File: config.mk
export PLATFORM = sky130hd
export DESIGN_NAME = apb_requester
export DESIGN_NICKNAME = d
export VERILOG_FILES = /design/src/rtl/apb_requester.sv
export SDC_FILE = /design/constraint.sdc
export NUM_CORES = 1
export LEC_CHECK = 0
export CORE_MARGIN = 2
export CORE_UTILIZATION = 36
export CTS_CLUSTER_DIAMETER = 120
export DETAILED_ROUTE_END_ITERATION = 6
export PLACE_DENSITY_LB_ADDON = 0.2
export SLEW_MARGIN = 10
export SYNTH_ARGS = -nofsm -noshare
export SYNTH_HDL_FRONTEND = slang
export SYNTH_SLANG_ARGS = --single-unit
File: constraint.sdc
create_clock -name pclk -period 1.1 [get_ports pclk]
set_input_delay 0.22 -clock pclk [delete_from_list [all_inputs] [get_ports pclk]]
set_output_delay 0.22 -clock pclk [all_outputs]
set_load 0.1 [all_outputs]
File: src/rtl/apb_requester.sv
// apb_requester: single-transfer APB master (SETUP then ACCESS) behind a valid/ready command port.
// Define APB_TIMEOUT_EN to abort ACCESS phases that stall for TIMEOUT_CYCLES cycles.
module apb_requester #(
  parameter int ADDR_W         = 32,
  parameter int DATA_W         = 32,
  parameter int TIMEOUT_CYCLES = 16
) (
  input  logic              pclk,
  input  logic              prstn,
  input  logic              cmd_valid,
  output logic              cmd_ready,
  input  logic              cmd_write,
  input  logic [ADDR_W-1:0] cmd_addr,
  input  logic [DATA_W-1:0] cmd_wdata,
  output logic              rsp_valid,
  output logic [DATA_W-1:0] rsp_rdata,
  output logic              rsp_err,
  output logic              psel,
  output logic              penable,
  output logic              pwrite,
  output logic [ADDR_W-1:0] paddr,
  output logic [DATA_W-1:0] pwdata,
  input  logic [DATA_W-1:0] prdata,
  input  logic              pready
);

  typedef enum logic [1:0] {
    ST_IDLE   = 2'd0,
    ST_SETUP  = 2'd1,
    ST_ACCESS = 2'd2
  } state_t;

  state_t            r_state;
  state_t            w_next;
  logic              w_accept;
  logic              w_done;
  logic              w_timeout;
  logic              r_pwrite;
  logic [ADDR_W-1:0] r_paddr;
  logic [DATA_W-1:0] r_pwdata;
  logic              r_rsp_valid;
  logic [DATA_W-1:0] r_rsp_rdata;

  if (TIMEOUT_CYCLES < 2) begin : g_bad_timeout
    $error("apb_requester: TIMEOUT_CYCLES must be >= 2");
  end

  assign cmd_ready = (r_state == ST_IDLE) && prstn;
  assign w_accept  = cmd_valid && cmd_ready;
  assign w_done    = (r_state == ST_ACCESS) && pready;

  // NOTE: state and data registers use non-blocking (<=) so every flop samples pre-edge values.
  always_ff @(posedge pclk) begin
    if (!prstn) r_state <= ST_IDLE;
    else        r_state <= w_next;
  end

  // NOTE: w_next gets a default before the case so no path leaves it unassigned (no latch).
  always_comb begin
    w_next = r_state;
    case (r_state)
      ST_IDLE:   if (w_accept) w_next = ST_SETUP;
      ST_SETUP:  w_next = ST_ACCESS;
      ST_ACCESS: if (w_done || w_timeout) w_next = ST_IDLE;
      default:   w_next = ST_IDLE;
    endcase
  end

  // Command capture and response register; pready completion wins over a same-edge timeout.
  always_ff @(posedge pclk) begin
    if (!prstn) begin
      r_pwrite    <= 1'b0;
      r_paddr     <= '0;
      r_pwdata    <= '0;
      r_rsp_valid <= 1'b0;
      r_rsp_rdata <= '0;
    end else begin
      r_rsp_valid <= 1'b0;
      if (w_accept) begin
        r_pwrite <= cmd_write;
        r_paddr  <= cmd_addr;
        r_pwdata <= cmd_wdata;
      end
      if (w_done) begin
        r_rsp_valid <= 1'b1;
        r_rsp_rdata <= r_pwrite ? '0 : prdata;
      end else if (w_timeout) begin
        r_rsp_valid <= 1'b1;
        r_rsp_rdata <= '0;
      end
    end
  end

`ifdef APB_TIMEOUT_EN
  localparam int CNT_W = $clog2(TIMEOUT_CYCLES);

  logic [CNT_W-1:0] r_cnt;
  logic             r_rsp_err;

  assign w_timeout = (r_state == ST_ACCESS) && !pready &&
                     (r_cnt == CNT_W'(TIMEOUT_CYCLES - 1));

  // r_cnt counts stalled ACCESS edges; it restarts during SETUP for each transfer.
  always_ff @(posedge pclk) begin
    if (!prstn) begin
      r_cnt     <= '0;
      r_rsp_err <= 1'b0;
    end else begin
      if (r_state == ST_SETUP)                 r_cnt <= '0;
      else if (r_state == ST_ACCESS && !pready) r_cnt <= r_cnt + 1'b1;
      if (w_done)         r_rsp_err <= 1'b0;
      else if (w_timeout) r_rsp_err <= 1'b1;
    end
  end

  assign rsp_err = r_rsp_err;
`else
  assign w_timeout = 1'b0;
  assign rsp_err   = 1'b0;
`endif

  assign psel      = (r_state != ST_IDLE);
  assign penable   = (r_state == ST_ACCESS);
  assign pwrite    = r_pwrite;
  assign paddr     = r_paddr;
  assign pwdata    = r_pwdata;
  assign rsp_valid = r_rsp_valid;
  assign rsp_rdata = r_rsp_rdata;

endmodule

# Word level (Yosys, flattened, before mapping)
# Cells that the tools add are included.
[word_totals]
inputBits = 101
word_cells = 21
latch_bits = 0
regBits = 100
output_inout_bits = 102
ramBits = 0
romBits = 0
n_memories = 0
[op_classes]
eq_ne = 4
bitwise = 0
mul = 0
add_sub_neg = 0
shift = 0
muxes = 5
n_lt_le_gt_ge = 0
n_reduce_logical = 6
div = 0
[ops]
columns = ["op", "n"]
rows = [
  ["$mux 32", 1],
  ["$pmux 2 s3", 1],
  ["$mux 2", 2],
  ["$logic_and 1x1->1", 3],
  ["$eq 2x1->1 const B", 1],
  ["$eq 2x2->1 const B", 1],
  ["$logic_not 2->1", 1],
  ["$ne 2x1->1 const B", 1],
  ["$ne 2x2->1 const B", 1],
  ["$reduce_and 2->1", 1],
  ["$reduce_bool 2->1", 1],
  ["$mux 1", 1],
]

# Depth between registers and ports, before layout
[depth]
word_depth = 5
mapped_depth = 5
ltp_nobuf = 2

# Worst setup path after synthesis
# Ideal clock, no wire load.
[synth_path]
kind = "input -> output"
from = "input prstn"
to = "output cmd_ready"
slack_ns = -1.912
path_buffers = 2
required_time_ns = 0.880
stages = 3
arrival_ns = 2.792
cell_sequence = "buf_2 > buf_2 > nor3b_1"
[synth_between]
elab_chain_len = 1
[synth_lines]
columns = ["element", "line", "text"]
rows = [
  ["start: declaration", "9", "input logic prstn,"],
  ["$logic_and 1x1->1", "48", "assign cmd_ready = (r_state == ST_IDLE) && prstn;"],
  ["end: declaration", "11", "output logic cmd_ready,"],
]
# Every way passes these cells.

# Worst setup path in the final report
[layout_path]
from = "register r_state[1]"
to = "output cmd_ready"
[layout_between]
elab_chain_len = 2
[layout_lines]
columns = ["element", "line", "text"]
rows = [
  ["start: declaration", "33", "state_t r_state;"],
  ["start signal: assignment", "55", "else r_state <= w_next;"],
  ["$logic_not 2->1", "48", ""],
  ["$logic_and 1x1->1", "48", ""],
]
# Every way passes these cells.

==> metrics.md <==
| Metric | Value |
|---|---|
| Root Buffer | clkbuf_8 |
| Placed Cells | 760 |
| CORE AREA | 0.0107 mm2 |
| Pwr dens | 1230 mW/mm2 |
| First-pass DRT Iterations | 4 |
| Prevailing post-synth register cell | dfxtp_1 |
| Max VDD drop | 0.797 mV |
| Top-count cell post-synth | dfxtp_1 |
| Worst Path Required | between 0.8 and 0.9 ns |
| Final Instance Area | 0.00846 mm2 |
| Worst flop-to-flop path startpoint | r_state[1] |
| Cells along the critical path | buf_12, nor3b_4, buf_12 |
| Final setup margin | -0.398 ns |
| Nature of the critical path startpoint | flop |
| Delay-heaviest family, CP | flip-flops |
| R2R cell count | 6 |
| Syn Nets | between 500 and 600 |
| Critical path fanouts, max | 4 |
| Crit path kind | reg -> out |
| Largest family of logic cells by synthesized area | multiplexers |
| Fin Clk Skew | about 0.012 ns |
| DR vias/cell | 4.67 |
| WL final | 13.9 mm |
| Met2 Use GR | between 40% and 50% |
| Top Usage Layer GRT | met2 |
| CP peak stage delay | approximately 0.37 ns |
| Die span in y | 108 um |
| Remaining Overflow, GRT | 0 |
| ANT cells | 0 |
| Netlist Area Pre-Place | 0.00391 mm2 |
| DRT iter0 DRCs | approximately 150 |
| Max-cap viol count | 0 |
| Crit path capture type | output port |
| Initial antenna violation count | 0 |
| Mapped Cells | approximately 430 |
| CTS tree | done |
| Vias in the first global route | 4093 |
| Top achievable clock speed | 668 MHz |
| Min-Delay Path Class | in -> reg |
| Reg2reg setup slack | -0.30 ns |
| Final #Nets | between 700 and 800 |
| Clock latency on the worst-skew pair | 0.36 ns |
| Pins Over Slew Limit | 0 |
| Crit share post-route | 136% |
| Hold Crit Depth | 3 |
| PortBufs | roughly 200 |
| # setup viols final | ~200 |
| Synth Register Bits | 100 |
| Sequential area share after synthesis | between 50% and 60% |
| DP Area | 0.00730 mm2 |
| Via count | about 3.8k |
| XOR/XNOR Fraction of Synth Area | 0% |
| Failing checks | negative setup slack |
| Final Hold Fails | 0 |
| Leakage power | 3.89 nW |
| Hold Path Origin | prstn |
| Hpwl dp | ~8.4 mm |
| Core Rows | 38 |
| GPL Wtd Cong | ~0.76 |
| Worst Hold Endpoint | r_state[1] |
| Post-synth top area share | between 50% and 60% |
| Die width | roughly 110 um |
| Complex-gate fraction of the synthesized area | under 10% |
| Post-synthesis mux area share | 16.6% |
| Area share of fa/ha/maj cells after synthesis | 0% |
| H-tree Lvls | 3 |
| Initial Utilization | between 30% and 40% |
| Top cells by area, synth | dfxtp_1 (51%), mux2i_1 (17%), nand2_1 (9.3%), inv_1 (6.4%), nand2b_1 (5.1%) |
| Ports | just over 200 |
| Worst r2r dst | rsp_rdata[14] |
| M1 GR Usage | between 20% and 30% |
| Status | finished, violations left |
| Synth Area per Inst | 9.04 um2 |
| Buf+Inv Stages, Crit Path | 2 |
| Non-Filler Instances | roughly 820 |
| Final min period | 1.50 ns |
| Tot GR Track Use | 22.8% |
| Cell taking the most area after synthesis | dfxtp_1 |
| RSZ-0062 raised after global routing | true |
| Yosys cell types | 19 |
| FFs w/ async S/R, synth | 0% |
| Clk sink count | 100 |
| Routed Antenna Nets | 0 |
| Worst path most repeated cell | buf_12 |
| DRC | 0 |
| Full die area | around 0.012 mm2 |
| Final TNS setup | -24.93 ns |
| EDFF count, synth | 0 |
| WL/cell | between 15 and 20 um |
| Slowest cell on the critical path | dfxtp_4 |
| Global Route met3 Usage | 6.81% |
| Area Overhead vs Synth | 116% |
| Crit path DAT | about 1.3 ns |
| Pin count of the biggest net entering global routing | 37 |
| First-pass GRT wire length | between 20 and 25 mm |
| Simple-gate portion of the synthesized area | roughly 16% |
| Synth Warn # | 0 |
| Top cell types by occurrence after synthesis | dfxtp_1 (100), nand2_1 (97), inv_1 (67) |
| Layout cells sized above 1 | roughly 47% |
| Total CTS buffers | 9 |
| Clock transition at path regs | 0.10 ns |
| Bufs on Longest Clock Path | 2 |
## logic make-up after synthesis
| logic type | count (synthesis) |
|---|---|
| mux | 65 |
| buf+inv | 97 |
| other cells | 1 |
| compound gates | 33 |
| flops | 100 |
| simple gates | 137 |
## cells in the final DEF (no fill, tap or decap)
master	count
nand4bb_4	1
inv_2	2
buf_4	26
clkbuf_8	11
clkdlybuf4s50_1	99
inv_1	65
or2_4	1
nor2b_4	1
clkinv_4	1
inv_6	3
o22ai_4	10
nand4b_1	1
nand2b_1	32
o22ai_2	22
dfxtp_4	10
clkbuf_16	2
buf_16	7
nand2_1	97
o21a_1	1
mux2i_2	4
nor2b_1	1
dfxtp_2	90
nor3b_4	1
nor3b_1	1
and3b_2	1
clkinvlp_4	1
buf_6	9
conb_1	1
buf_12	116
buf_8	1
mux2i_1	61
## how the worst max path moves through the flow
stage	from	end	slack, ns	depth (start not counted)
final	r_state[1]	cmd_ready	-0.40	3
after floorplan	prstn	cmd_ready	-0.39	3
after global routing	r_state[0]	cmd_ready	-0.45	3
after global placement	cmd_valid	paddr[23]	-0.36	4
after detailed placement	cmd_valid	pwdata[21]	-0.39	4
after CTS	r_state[1]	cmd_ready	-0.40	3
## worst min-delay path, cell delays in order
cell	delay (ns)
buf_4	0.14
buf_4	0.18
o21a_1	0.11
## power by group
part	total [mW]	internal [mW]	switching [mW]
combinational	3.96	1.67	2.29
clock	2.35	0.979	1.37
sequential	4.12	3.88	0.242
total	10.4	6.53	3.90
## sequential cells by signal, summed over array words and instances (netlist names)
signal	count
r_state	2
rsp_rdata	32
pwrite	1
pwdata	32
rsp_valid	1
paddr	32
## routing by layer
layer / routed length, um / vias to the layer above
li1: - / 1838
met1: 5130 / 1797
met5: 0 / -
met2: 7200 / 159
met4: 365 / 0
met3: 1160 / 29
## area by class of cell
| class | instances | area [um2] |
|---|---|---|
| clock buffers | 11 | 151 |
| clock inverters | 5 | 42.5 |
| fillers | 622 | 2240 |
| inverters | 67 | 251 |
| multi-input cells | 236 | 1820 |
| flip-flops and latches | 100 | 2150 |
| well taps | 140 | 175 |
| repair buffers | 260 | 3870 |
## per-stage QoR
step | setup slack, ns | hold slack (ns) | power, mW | util, %
6_report | -0.398 | 0.325 | 10.4 | 79.1
5_1_grt | -0.455 | 0.329 | 10.8 | 79.1
4_1_cts | -0.401 | 0.318 | 10.5 | 78.2
3_5_place_dp | -0.392 | 0.472 | 7.83 | 68.2
3_3_place_gp | -0.357 | 0.464 | 7.78 | 68.2
2_1_floorplan | -0.394 | 0.342 | 6.27 | -
## what timing repair did
action                                  4_1_cts  5_1_grt
setup buffers                                29        8
endpoints found under the setup margin      196      200
pin swaps                                     4       11
endpoints found under the hold margin         0        0
cloned                                       12        2
resized for setup                            64       30
hold buffers                                  0        0
(Power assumes the default switching activity.)
